<file path="config.mk">
export PLATFORM = sky130hd
export DESIGN_NAME = fpu_issue_ctrl
export DESIGN_NICKNAME = d
export VERILOG_FILES = /design/src/rtl/fpu_pkg.sv /design/src/rtl/fpu_op_decoder.sv /design/src/rtl/fpu_issue_ctrl.sv
export SDC_FILE = /design/constraint.sdc
export NUM_CORES = 1
export LEC_CHECK = 0
export ABC_AREA = 1
export BUFFER_PORTS_ARGS = -buffer_cell sky130_fd_sc_hd__buf_4
export CAP_MARGIN = 10
export CORE_MARGIN = 3
export CORE_UTILIZATION = 45
export CTS_BUF_LIST = sky130_fd_sc_hd__clkbuf_16
export CTS_CLUSTER_SIZE = 10
export DETAILED_ROUTE_END_ITERATION = 10
export GPL_ROUTABILITY_DRIVEN = 0
export PLACE_DENSITY = 0.76
export SLEW_MARGIN = 15
export SYNTH_ARGS = -nofsm -noshare
export SYNTH_HDL_FRONTEND = slang
export SYNTH_SLANG_ARGS = --single-unit
</file>
<file path="constraint.sdc">
create_clock -name clk -period 2.4 [get_ports clk]
set_clock_uncertainty 0.15 [all_clocks]
set_input_delay 0.48 -clock clk [delete_from_list [all_inputs] [get_ports clk]]
set_output_delay 0.48 -clock clk [all_outputs]
set_load 0.02 [all_outputs]
</file>
<file path="src/rtl/fpu_pkg.sv">
// fpu_pkg: shared definitions for the FP issue controller.
//   - opcode encodings (FPU_OP_*)
//   - FSM state type (fpu_state_e)
//   - latency-select type (fpu_lat_sel_e)
//   - bit positions inside the 10-bit strobe vector
//   - default execute latencies
package fpu_pkg;

    localparam logic [3:0] FPU_OP_ADD = 4'd0;
    localparam logic [3:0] FPU_OP_SUB = 4'd1;
    localparam logic [3:0] FPU_OP_MUL = 4'd2;
    localparam logic [3:0] FPU_OP_DIV = 4'd3;
    localparam logic [3:0] FPU_OP_INV = 4'd4;
    localparam logic [3:0] FPU_OP_ABS = 4'd5;
    localparam logic [3:0] FPU_OP_BLT = 4'd6;
    localparam logic [3:0] FPU_OP_BEQ = 4'd7;
    localparam logic [3:0] FPU_OP_BGT = 4'd8;

    localparam int FPU_LAT_ADD_DEF = 1;
    localparam int FPU_LAT_MUL_DEF = 4;
    localparam int FPU_LAT_DIV_DEF = 16;

    // Strobe vector layout, MSB first: ADD SUB MUL DIV INV ABS COM BLT BEQ BGT
    localparam int STB_ADD = 9;
    localparam int STB_SUB = 8;
    localparam int STB_MUL = 7;
    localparam int STB_DIV = 6;
    localparam int STB_INV = 5;
    localparam int STB_ABS = 4;
    localparam int STB_COM = 3;
    localparam int STB_BLT = 2;
    localparam int STB_BEQ = 1;
    localparam int STB_BGT = 0;

    typedef enum logic [1:0] {
        ST_IDLE = 2'd0,
        ST_EXEC = 2'd1,
        ST_DONE = 2'd2
    } fpu_state_e;

    typedef enum logic [1:0] {
        LAT_SEL_ADD = 2'd0,
        LAT_SEL_MUL = 2'd1,
        LAT_SEL_DIV = 2'd2
    } fpu_lat_sel_e;

endpackage

</file>
<file path="src/rtl/fpu_op_decoder.sv">
// fpu_op_decoder: combinational opcode decode.
//   opcode    in  4   instruction opcode
//   strobes   out 10  one-hot ALU strobe set (COM added for branches)
//   lat_sel   out     which execute latency applies
//   is_branch out 1   opcode is BLT/BEQ/BGT
//   illegal   out 1   opcode 9..15
module fpu_op_decoder
    import fpu_pkg::*;
(
    input  logic [3:0]   opcode,
    output logic [9:0]   strobes,
    output fpu_lat_sel_e lat_sel,
    output logic         is_branch,
    output logic         illegal
);

    always_comb begin
        strobes   = '0;
        lat_sel   = LAT_SEL_ADD;
        is_branch = 1'b0;
        illegal   = 1'b0;
        case (opcode)
            FPU_OP_ADD: strobes[STB_ADD] = 1'b1;
            FPU_OP_SUB: strobes[STB_SUB] = 1'b1;
            FPU_OP_MUL: begin
                strobes[STB_MUL] = 1'b1;
                lat_sel          = LAT_SEL_MUL;
            end
            FPU_OP_DIV: begin
                strobes[STB_DIV] = 1'b1;
                lat_sel          = LAT_SEL_DIV;
            end
            FPU_OP_INV: strobes[STB_INV] = 1'b1;
            FPU_OP_ABS: strobes[STB_ABS] = 1'b1;
            FPU_OP_BLT: begin
                strobes[STB_COM] = 1'b1;
                strobes[STB_BLT] = 1'b1;
                is_branch        = 1'b1;
            end
            FPU_OP_BEQ: begin
                strobes[STB_COM] = 1'b1;
                strobes[STB_BEQ] = 1'b1;
                is_branch        = 1'b1;
            end
            FPU_OP_BGT: begin
                strobes[STB_COM] = 1'b1;
                strobes[STB_BGT] = 1'b1;
                is_branch        = 1'b1;
            end
            default: illegal = 1'b1;
        endcase
    end

endmodule

</file>
<file path="src/rtl/fpu_issue_ctrl.sv">
// fpu_issue_ctrl: sequences one FP instruction into the combinational ALU.
//   clk, rst_n            clock, async active-low reset
//   start, opcode         request (sampled in IDLE only)
//   rs_data, rt_data      source operands
//   flush                 synchronous abort, beats start
//   alu_result/com_result ALU outputs, sampled at end of EXEC
//   operand1/2, strobes   registered ALU inputs, held through EXEC
//   busy, done, wb_en, wb_data, branch_valid, branch_taken, err  status/results
// Handshake: start is accepted on a rising edge where state is IDLE and flush
// is low; there is no back-pressure, requests while busy are dropped. done is
// a single-cycle pulse, and wb_en/branch_valid/err are only meaningful with it.
module fpu_issue_ctrl
    import fpu_pkg::*;
#(
    parameter int LAT_ADD = FPU_LAT_ADD_DEF,
    parameter int LAT_MUL = FPU_LAT_MUL_DEF,
    parameter int LAT_DIV = FPU_LAT_DIV_DEF,
    parameter int CNT_W   = 5
) (
    input  logic        clk,
    input  logic        rst_n,
    input  logic        start,
    input  logic [3:0]  opcode,
    input  logic [31:0] rs_data,
    input  logic [31:0] rt_data,
    input  logic        flush,
    input  logic [31:0] alu_result,
    input  logic        alu_com_result,
    output logic [31:0] operand1,
    output logic [31:0] operand2,
    output logic        ADD,
    output logic        SUB,
    output logic        MUL,
    output logic        DIV,
    output logic        INV,
    output logic        ABS,
    output logic        COM,
    output logic        BLT,
    output logic        BEQ,
    output logic        BGT,
    output logic        busy,
    output logic        done,
    output logic        wb_en,
    output logic [31:0] wb_data,
    output logic        branch_valid,
    output logic        branch_taken,
    output logic        err
);

    fpu_state_e       state_q, state_d;
    logic [CNT_W-1:0] cnt_q, cnt_d;
    logic [31:0]      op1_q, op1_d;
    logic [31:0]      op2_q, op2_d;
    logic [9:0]       strb_q, strb_d;
    logic             is_branch_q, is_branch_d;
    logic             err_q, err_d;
    logic [31:0]      wb_data_q, wb_data_d;
    logic             taken_q, taken_d;

    logic [9:0]       dec_strobes;
    fpu_lat_sel_e     dec_lat_sel;
    logic             dec_is_branch;
    logic             dec_illegal;
    logic [CNT_W-1:0] lat_load;

    fpu_op_decoder u_dec (
        .opcode    (opcode),
        .strobes   (dec_strobes),
        .lat_sel   (dec_lat_sel),
        .is_branch (dec_is_branch),
        .illegal   (dec_illegal)
    );

    // Counter is loaded with L-1 so that L cycles elapse before capture.
    always_comb begin
        case (dec_lat_sel)
            LAT_SEL_MUL: lat_load = CNT_W'(LAT_MUL - 1);
            LAT_SEL_DIV: lat_load = CNT_W'(LAT_DIV - 1);
            default:     lat_load = CNT_W'(LAT_ADD - 1);
        endcase
    end

    always_comb begin
        state_d     = state_q;
        cnt_d       = cnt_q;
        op1_d       = op1_q;
        op2_d       = op2_q;
        strb_d      = strb_q;
        is_branch_d = is_branch_q;
        err_d       = err_q;
        wb_data_d   = wb_data_q;
        taken_d     = taken_q;

        case (state_q)
            ST_IDLE: begin
                if (start) begin
                    if (dec_illegal) begin
                        // Illegal ops never touch the ALU; report straight away.
                        err_d       = 1'b1;
                        is_branch_d = 1'b0;
                        state_d     = ST_DONE;
                    end else begin
                        op1_d       = rs_data;
                        op2_d       = rt_data;
                        strb_d      = dec_strobes;
                        cnt_d       = lat_load;
                        is_branch_d = dec_is_branch;
                        err_d       = 1'b0;
                        state_d     = ST_EXEC;
                    end
                end
            end
            ST_EXEC: begin
                if (cnt_q != '0) begin
                    cnt_d = cnt_q - 1'b1;
                end else begin
                    wb_data_d = alu_result;
                    taken_d   = is_branch_q & alu_com_result;
                    strb_d    = '0;
                    state_d   = ST_DONE;
                end
            end
            ST_DONE: begin
                err_d   = 1'b0;
                state_d = ST_IDLE;
            end
            default: state_d = ST_IDLE;
        endcase

        // Abort wins over everything; captured results are left untouched.
        if (flush) begin
            state_d   = ST_IDLE;
            strb_d    = '0;
            cnt_d     = '0;
            err_d     = 1'b0;
            wb_data_d = wb_data_q;
            taken_d   = taken_q;
        end
    end

    always_ff @(posedge clk or negedge rst_n) begin
        if (!rst_n) begin
            state_q     <= ST_IDLE;
            cnt_q       <= '0;
            op1_q       <= '0;
            op2_q       <= '0;
            strb_q      <= '0;
            is_branch_q <= 1'b0;
            err_q       <= 1'b0;
            wb_data_q   <= '0;
            taken_q     <= 1'b0;
        end else begin
            state_q     <= state_d;
            cnt_q       <= cnt_d;
            op1_q       <= op1_d;
            op2_q       <= op2_d;
            strb_q      <= strb_d;
            is_branch_q <= is_branch_d;
            err_q       <= err_d;
            wb_data_q   <= wb_data_d;
            taken_q     <= taken_d;
        end
    end

    assign operand1 = op1_q;
    assign operand2 = op2_q;
    assign {ADD, SUB, MUL, DIV, INV, ABS, COM, BLT, BEQ, BGT} = strb_q;

    // A flush during the DONE cycle suppresses that cycle's completion.
    assign busy         = (state_q != ST_IDLE);
    assign done         = (state_q == ST_DONE) && !flush;
    assign wb_en        = done && !err_q && !is_branch_q;
    assign branch_valid = done && !err_q && is_branch_q;
    assign err          = done && err_q;
    assign wb_data      = wb_data_q;
    assign branch_taken = taken_q;

endmodule

</file>
==> key figures, run 1 <==
Outcome
  – Status: finished with violations
  – Failing checks: hold timing

Clock tree
  – Latest clock arrival within the worst-skew pair: around 0.41 ns
  – CTS Sinks: ~120
  – TritonCTS clock tree: yes
  – Clock-pin transition on the worst setup and hold timing paths: about 0.05 ns
  – CTS H-tree depth: 4
  – CTS resizes: 0
  – Post-CTS setup buffer count: 0
  – Num CTS Buffers: 17
  – Hold buffers post-CTS: 0
  – Clock Tree Buf Depth: 2
  – Clk Tree Root Cell: clkbuf_16

Global route
  – Met1 Resource Use GR: 0.284
  – Gr usage total: 0.233
  – Largest net degree at the start of global routing: around 120
  – Grt met2 use: 0.382
  – Met3 usage: 0.0737
  – Busiest layer in global routing: met2
  – Number of global-route vias before repair: between 4000 and 5000
  – First-pass GRT wire length: between 20000 and 25000 um
  – Initial antenna violation count: 0
  – GR Overflow Total: 0

STA
  – Final Cycle Share: 0.918
  – Final Hold Fails: 5
  – Achievable Freq: roughly 450 MHz
  – Slew Limit Fails: 0
  – RSZ-0062 raised after global routing: false
  – Finish-stage setup viols: 0
  – Slew margin rel.: 0.568
  – Fin Hold WS: -0.0182 ns
  – Setup_tns: 0 ns
  – Worst-margin pin slew: 0.648 ns
  – Crit path time final: between 2 and 2.5 ns

Yosys
  – Post-synth top area cell: dfrtp_1
  – Synth warnings: 0
  – Area share of the largest cell type after synthesis: 0.585
  – Synthesized net count: 700
  – Seq/Total Area, Yosys: 0.585
  – Number of synthesized flops with an enable pin: 0
  – Syn Inst Count: 593
  – Seq cells post-synth: between 100 and 150
  – Most numerous cell in the Yosys netlist: nand2_1
  – Syn_area_per_cell: roughly 8.4 um2
  – Area contributors post-synth: dfrtp_1 59%, nand2_1 24%, o21ai_0 3.6%, nor2_1 2.1%, nand3_1 2.0%
  – Post-synthesis cell area: approximately 5000 um2
  – Synth unique cells: 25
  – Most used DFF post-synth: dfrtp_1
  – Commonest cells in the synthesized netlist: 317 x nand2_1, 116 x dfrtp_1, 36 x o21ai_0
  – Asr flop ratio synth: 1.00

Critical path
  – CP required: between 1.5 and 2 ns
  – CP max stage delay: roughly 0.43 ns
  – Crit-path cells: inv_2 -> nor2_1 -> nand2_1 -> inv_1 -> nand2_1 -> nor2_1 -> buf_4
  – Critical path type: flip-flop to output pin
  – WP depth: 7
  – Critical Path Source: state_q[1]
  – R2R depth: 7
  – Worst Setup Start Kind: flip-flop
  – R2R setup slack: between 0.3 and 0.4 ns
  – Buffers & Inverters on Critical Path: 3
  – Top delay family on crit path: flip-flops
  – Crit end category: output pin
  – Slowest CP cell: dfrtp_1
  – Crit path to: branch_valid
  – R2R Path Start: cnt_q[0]
  – CP max FO: 4
  – Crit path DAT: 1.57 ns
  – R2r endpoint: strb_q[5]

Drt
  – DR iter-0 viols: 407
  – Vias/cell: between 4 and 5
  – Via count: around 4700
  – DRC: 0
  – WL/cell: roughly 15 um
  – Antenna-violating nets left: 0
  – Final wirelength: ~14000 um
  – TritonRoute pass-1 iters: 6

Placement
  – PortBufs: around 220
  – Post-DP HPWL: about 10000 um

Cells and area
  – Final nets: ~920
  – Area of the multi-input gates: 1820 um2
  – Fill cells: roughly 840
  – Seq. cell area: 2900 um2
  – Antenna fix cells: 0
  – Area grow syn2layout: 46.8%
  – Share of cells above drive strength 1: 0.331

Pwr
  – PD cells: 1400 nW/um2
  – Pleak: a little over 4 nW
  – Peak VDD IR: between 0.0006 and 0.0007 V
  – Total power: roughly 0.010 W

Floorplan
  – Core box area: roughly 11000 um2
  – Initial Util: 0.472
  – Die width: roughly 110 um
  – Die height: 111 um
  – IO Count: roughly 220
  – Num rows: 37
  – Die area: 12300 um2

Min path
  – Hold crit path type: input port to asynchronous set/reset pin

Run
  – Max-cap viol count: 0
worst min path at each step:
stage	slack (ns)	endpoint	startpoint	depth (start not counted)
global route	0.04	operand1[11]	rst_n	2
floorplan	0.03	branch_taken	rst_n	0
global placement	0.31	cnt_q[0]	cnt_q[0]	2
CTS	0.03	operand2[12]	rst_n	2
finish	-0.02	operand1[11]	rst_n	2
detailed placement	0.32	strb_q[2]	strb_q[2]	2
kinds of logic after synthesis:
| kind of cell | after synthesis | synth area share |
|---|---|---|
| AND/OR/NAND/NOR | 385 | 0.314 |
| adder cells (fa/ha/maj) | 2 | 0.00505 |
| buffers and inverters | 47 | 0.0482 |
| AO/OA/AOI/OAI | 42 | 0.0452 |
| flip-flops | 116 | 0.585 |
| XOR/XNOR | 1 | 0.00177 |
power breakdown:
group	total [W]	leakage [nW]	internal, W	switching [W]
registers	0.00326	1.47	0.00279	0.000471
clock network	0.00260	0.285	0.00172	0.000883
logic	0.00433	2.32	0.00166	0.00267
total	0.0102	4.07	0.00616	0.00403
registers in the layout, indices dropped and copies added, names as in the netlist:
register,flops
branch_taken,1
cnt_q,5
err_q,1
is_branch_q,1
operand1,32
operand2,32
state_q,2
strb_q,10
wb_data,32
layer usage:
metal  wire length [um]  share of wire  vias up
met2               6840           0.49      213
met3               1200          0.085       31
met5                  0              0        -
met4                397          0.028        0
li1                   -              -     2274
met1               5660           0.40     2195
metrics by stage:
step / utilization / setup slack [ns] / instances / instance area, um2
finish: 0.693 / 0.197 / 958 / 7280
global route: 0.693 / 0.0262 / 958 / 7280
CTS: 0.693 / 0.158 / 958 / 7280
global placement: 0.635 / 0.500 / 927 / 6670
floorplan: - / 0.582 / 593 / 4960
detailed placement: 0.635 / 0.392 / 927 / 6670
cell usage in the layout, fill, tap and decap left out:
| cell type | n |
|---|---|
| a21oi_1 | 4 |
| a21oi_4 | 1 |
| buf_12 | 2 |
| buf_4 | 220 |
| bufinv_16 | 4 |
| clkbuf_16 | 17 |
| clkinv_1 | 1 |
| clkinv_2 | 3 |
| clkinvlp_4 | 5 |
| dfrtp_1 | 116 |
| ha_1 | 2 |
| inv_1 | 19 |
| inv_2 | 3 |
| inv_4 | 1 |
| inv_6 | 1 |
| nand2_1 | 317 |
| nand2_2 | 6 |
| nand2_4 | 1 |
| nand3_1 | 20 |
| nand3_2 | 1 |
| nand3_4 | 1 |
| nand3b_1 | 2 |
| nor2_1 | 28 |
| nor2_2 | 2 |
| nor2_4 | 4 |
| nor3_1 | 3 |
| o21a_1 | 1 |
| o21ai_0 | 36 |
| xnor2_1 | 1 |
final cells by class:
class                      count  area share
sequential                   116       0.399
timing repair buffer         222       0.232
clock buffer                  17      0.0584
clock inverter                14      0.0254
multi-input combinational    430       0.250
tap                          136      0.0234
inverter                      23      0.0122
Power figures use the tool's default switching activity.
==> run 2: changes to the inputs <==
CORE_UTILIZATION = 51   (was 45)
CTS_BUF_LIST = sky130_fd_sc_hd__clkbuf_2   (was sky130_fd_sc_hd__clkbuf_16)
PLACE_DENSITY = 0.84   (was 0.76)
REMOVE_ABC_BUFFERS = 1   (was default)
==> key figures, run 2 (synthesis results as in run 1) <==
Cells and area
  – Commonest cells after routing, fill and taps aside: 315 x nand2_1, 222 x buf_4, 115 x dfrtp_1, 103 x dlygate4sd3_1, 36 x o21ai_0
  – Area grow syn2layout: 63.2%
  – Share of cells above drive strength 1: 0.308
  – Final nets: between 1000 and 1500
  – Most common cell after layout, fill and taps aside: nand2_1
  – Fin cells: approximately 1100
  – Finished Cell Area: just over 8000 um2

Placement
  – Placed Instances: roughly 920
  – PortBufs: 216
  – Post-DP HPWL: 10300 um
  – DP Area: 6680 um2

Drt
  – DRC: 0
  – Via count: approximately 5600
  – WL/cell: around 18 um
  – TritonRoute pass-1 iters: 8
  – Final wirelength: between 15000 and 20000 um
  – Vias/cell: approximately 5.2
  – DR iter-0 viols: about 390
  – Antenna-violating nets left: 0

Critical path
  – Top delay family on crit path: flip-flops
  – Buffers & Inverters on Critical Path: 2
  – Crit path DAT: about 1.7 ns
  – Critical path type: flip-flop to output pin
  – CP max FO: 5
  – Slowest CP cell: dfrtp_2
  – Worst Setup Start Kind: flip-flop
  – CP most frequent cell: nor2_4
  – Crit end category: output pin
  – CP max stage delay: 0.49 ns
  – R2R setup slack: between 0.3 and 0.4 ns
  – Crit-path cells: nor2_4 -> nand2_2 -> inv_2 -> nand2_4 -> nor2_4 -> buf_6
  – CP required: 1.77 ns

STA
  – Achievable Freq: between 400 and 500 MHz
  – Worst-margin pin slew: approximately 0.63 ns
  – Final Hold Fails: 0
  – Crit path time final: between 2 and 2.5 ns
  – Slew Limit Fails: 0
  – Final Cycle Share: 0.968
  – Finish-stage setup viols: 0
  – Slew margin rel.: 0.578
  – RSZ-0062 raised after global routing: true

Pwr
  – PD cells: 1190 nW/um2
  – Peak VDD IR: 0.000683 V
  – Pleak: roughly 4.4 nW

Floorplan
  – Die width: between 100 and 150 um
  – Num rows: 35
  – Initial Util: 0.532
  – Die area: about 11000 um2
  – Core box area: roughly 9300 um2
  – IO Count: ~220
  – Die height: roughly 100 um

Global route
  – GR Overflow Total: 0
  – Busiest layer in global routing: met2
  – Grt met2 use: 0.608
  – Number of global-route vias before repair: just under 6000
  – Largest net degree at the start of global routing: 65
  – First-pass GRT wire length: 29800 um
  – Met3 usage: 0.107
  – Met1 Resource Use GR: 0.382
  – Initial antenna violation count: 2
  – Gr usage total: 0.346

Clock tree
  – Latest clock arrival within the worst-skew pair: around 0.62 ns
  – Num CTS Buffers: 17
  – Clk Tree Root Cell: clkbuf_2
  – Clock-pin transition on the worst setup and hold timing paths: approximately 0.21 ns
  – CTS Sinks: roughly 120
  – CTS H-tree depth: 4
  – Clock Tree Buf Depth: 2
  – TritonCTS clock tree: yes

Min path
  – Hold crit path type: input port to flip-flop

Outcome
  – Status: finished, final reports clean

Run
  – Max-cap viol count: 0
## run 2: final cells by class
cell class              count  area, um2
flip-flops and latches    116       2900
repair buffers            331       2790
multi-input cells         430       1850
fillers                   448       1240
clock inverters            14        199
well taps                 129        161
clock buffers              18       90.1
inverters                  23       88.8
diodes                      2       5.00
## run 2: final timing paths
path / start / endpoint / depth (start not counted)
max in group asynchronous: rst_n / operand2[13] / 3
worst min-delay path: flush / state_q[1] / 3
worst min register to register: strb_q[1] / strb_q[1] / 2
worst max register to register: state_q[1] / operand2[13] / 8
worst max-delay path: state_q[0] / branch_valid / 6
min in group asynchronous: rst_n / operand1[13] / 2
## run 2: layer usage
layer,vias up,wire length [um]
met5,-,0
met1,2650,6760
met3,73,1870
met2,373,9440
li1,2482,-
met4,0,834
## run 2: stage by stage
stage	setup TNS, ns	setup slack, ns	hold WS [ns]	util	total power [W]
final	0	0.0772	0.0853	0.867	0.00961
after global routing	-0.124	-0.0569	0.0175	0.867	0.0101
after CTS	0	0.00183	0.0112	0.862	0.00930
after detailed placement	0	0.438	0.310	0.716	0.00762
after global placement	0	0.493	0.308	0.716	0.00747
after floorplan	-2.41	-0.0377	0.0344	-	0.00558
## run 2: timing repair
| item | CTS | global route |
|---|---|---|
| hold endpoints to repair | 167 | 0 |
| hold buffers | 103 | 0 |
| setup buffers | 3 | 2 |
| pin swaps | 1 | 2 |
| resized for setup | 5 | 10 |
| endpoints found under the setup margin | 2 | 4 |
## run 2: where the power goes
part / switching (W) / internal [W]
clock: 0.000818 / 0.000701
sequential: 0.000566 / 0.00277
combinational: 0.00294 / 0.00181
## run 2: worst register-to-register path, stage by stage, from the launching register on
cell and delay, ns:
dfrtp_1 0.42, inv_2 0.07, buf_4 0.13, nand2_1 0.14, nor2_2 0.08, nand2_2 0.09
buf_4 0.51, nand2_1 0.26, nand2_1 0.15
==> run 3: changes to the inputs <==
ABC_AREA = default   (was 1)
PLACE_DENSITY = 0.85   (was 0.84)
==> key figures, run 3 <==
Outcome
  – Status: finished with violations
  – Failing checks: setup timing

Floorplan
  – Die area: between 10000 and 15000 um2
  – Num rows: 34
  – IO Count: around 220
  – Die width: a little over 100 um
  – Core box area: approximately 9000 um2
  – Initial Util: 0.537
  – Die height: ~100 um

Critical path
  – Crit path DAT: between 1.5 and 2 ns
  – Critical path type: flip-flop to output pin
  – Critical Path Source: state_q[0]
  – CP max FO: 3
  – Worst Setup Start Kind: flip-flop
  – CP max stage delay: roughly 0.45 ns
  – Slowest CP cell: dfrtp_2
  – Crit-path cells: or3b_4 -> nor3_2 -> buf_4
  – R2R Path Start: state_q[0]
  – Crit end category: output pin
  – CP required: approximately 1.8 ns

Yosys
  – Most used DFF post-synth: dfrtp_1
  – Synth unique cells: 43
  – Synth warnings: 0
  – Seq/Total Area, Yosys: 0.608
  – Area share of the largest cell type after synthesis: 0.608
  – Number of synthesized flops with an enable pin: 0
  – Most numerous cell in the Yosys netlist: dfrtp_1
  – Syn Inst Count: 322
  – Asr flop ratio synth: 1.00
  – Area contributors post-synth: dfrtp_1 61%, mux2_2 22%, buf_6 1.4%, mux2i_1 1.3%, nand2_1 1.3%
  – Post-synthesis cell area: around 4800 um2
  – Syn_area_per_cell: roughly 15 um2
  – Post-synth top area cell: dfrtp_1
  – Commonest cells in the synthesized netlist: 116 x dfrtp_1, 95 x mux2_2, 16 x nand2_1
  – Seq cells post-synth: 116

Drt
  – Vias/cell: 5.24
  – WL/cell: approximately 20 um
  – Antenna-violating nets left: 0
  – DR iter-0 viols: between 100 and 150
  – DRC: 0
  – Final wirelength: ~16000 um
  – TritonRoute pass-1 iters: 7
  – Via count: between 4000 and 5000

Cells and area
  – Area grow syn2layout: 63.2%
  – Most common cell after layout, fill and taps aside: buf_4
  – Share of cells above drive strength 1: 0.559
  – Final nets: approximately 760
  – Commonest cells after routing, fill and taps aside: 225 x buf_4, 115 x dfrtp_1, 102 x dlygate4sd3_1, 95 x mux2_2, 18 x clkbuf_2
  – Fill cells: 394
  – Fin cells: 778
  – Finished Cell Area: slightly below 8000 um2
  – Util after Layout: 0.876

Clock tree
  – Clock-pin transition on the worst setup and hold timing paths: around 0.16 ns
  – Latest clock arrival within the worst-skew pair: 0.62 ns
  – Num CTS Buffers: 17
  – TritonCTS clock tree: yes
  – CTS H-tree depth: 4
  – CTS Sinks: approximately 120
  – Clk Tree Root Cell: clkbuf_2
  – Clock Tree Buf Depth: 2

Pwr
  – Total power: 0.00618 W
  – Peak VDD IR: 0.000533 V
  – Pleak: approximately 3.7 nW
  – PD cells: 794 nW/um2

Global route
  – Grt met2 use: 0.519
  – Number of global-route vias before repair: around 4200
  – GR Overflow Total: 0
  – Met3 usage: 0.0846
  – First-pass GRT wire length: around 23000 um
  – Largest net degree at the start of global routing: 53
  – Gr usage total: 0.298
  – Busiest layer in global routing: met2
  – Met1 Resource Use GR: 0.344
  – Initial antenna violation count: 1

Placement
  – Placed Instances: approximately 640
  – Place WS: a little under 0.3 ns
  – PortBufs: about 220
  – DP Area: between 6000 and 7000 um2
  – Post-DP HPWL: a little over 9000 um

STA
  – Final WS setup: -0.0505 ns
  – Crit path time final: roughly 2.5 ns
  – Final Cycle Share: 1.02
  – Slew Limit Fails: 0
  – Worst-margin pin slew: between 0.6 and 0.7 ns
  – Slew margin rel.: 0.542
  – RSZ-0062 raised after global routing: true
  – Final Hold Fails: 0
  – Achievable Freq: 408 MHz
  – Finish-stage setup viols: 3

Run
  – Max-cap viol count: 0

Min path
  – Hold crit path type: input port to flip-flop
  – Min-delay src: flush
-- run 3: cell count changes after synthesis, sizes merged, moves of 3 or more --
cell and delta:
o41ai +4, mux2 +96, nor2 -27, buf -3
nor3b +4, o21ai -31, o31ai +5, clkbuf -3
nor2b +3, nand3 -19, mux2i +6, inv -19
nand2 -307
-- run 3: area by class of cell --
| type | instances | area (um2) | area share |
|---|---|---|---|
| Tap cell | 108 | 135 | 0.0173 |
| Multi-Input combinational cell | 184 | 1750 | 0.224 |
| Inverter | 4 | 15.0 | 0.00193 |
| Antenna cell | 1 | 2.50 | 0.000321 |
| Clock inverter | 13 | 87.6 | 0.0112 |
| Clock buffer | 18 | 90.1 | 0.0116 |
| Timing Repair Buffer | 334 | 2810 | 0.361 |
| Sequential cell | 116 | 2900 | 0.373 |
-- run 3: worst max-delay path: cells and delay by family, from the launching register on --
family	cells	cell delay, ns
and+or+nand+nor	2	0.57
DFF	1	0.45
buffers and inverters	1	0.18
-- run 3: worst paths after layout --
check | to | slack [ns] | depth (start not counted)
max in group asynchronous | operand2[4] | 1.12 | 3
max reg2reg | operand2[25] | 0.22 | 7
min in group asynchronous | operand2[2] | 0.16 | 2
min | err_q | 0.10 | 3
max | wb_en | -0.05 | 3
min reg2reg | strb_q[2] | 0.36 | 2
-- run 3: what timing repair did --
item                                    4_1_cts  5_1_grt
endpoints found under the setup margin        4        5
resized for setup                             7        6
gates cloned                                  0        0
buffers inserted                              1        6
hold endpoints to repair                    143        0
hold buffers                                102        0
pin swaps                                     2        0
-- run 3: power breakdown --
group	switching [W]	leakage (nW)	internal, W
logic	0.00122	2.23	0.00120
registers	0.000291	1.41	0.00241
clock network	0.000799	0.105	0.000259
-- run 3: per-layer routing --
metal	vias up	share of wire
li1	1824	-
met1	2024	0.38
met2	190	0.52
met3	42	0.070
met4	0	0.030
met5	-	0
-- run 3: stage by stage --
step                      hold WS (ns)  TNS [ns]
final                            0.100    -0.143
after global routing            0.0492    -0.495
after CTS                       0.0704    -0.115
after detailed placement         0.324         0
after global placement           0.313         0
after floorplan                 0.0344         0
-- run 3: logic make-up (layout without fill, tap and decap cells) --
kind of cell | count (synthesis) | after routing | synth area share
compound gates | 25 | 25 | 0.0453
fa+ha+maj | 2 | 2 | 0.00524
buf+inv | 22 | 369 | 0.0296
flops | 116 | 116 | 0.608
mux | 102 | 102 | 0.239
other cells | 0 | 1 | 0
simple gates | 55 | 55 | 0.0726
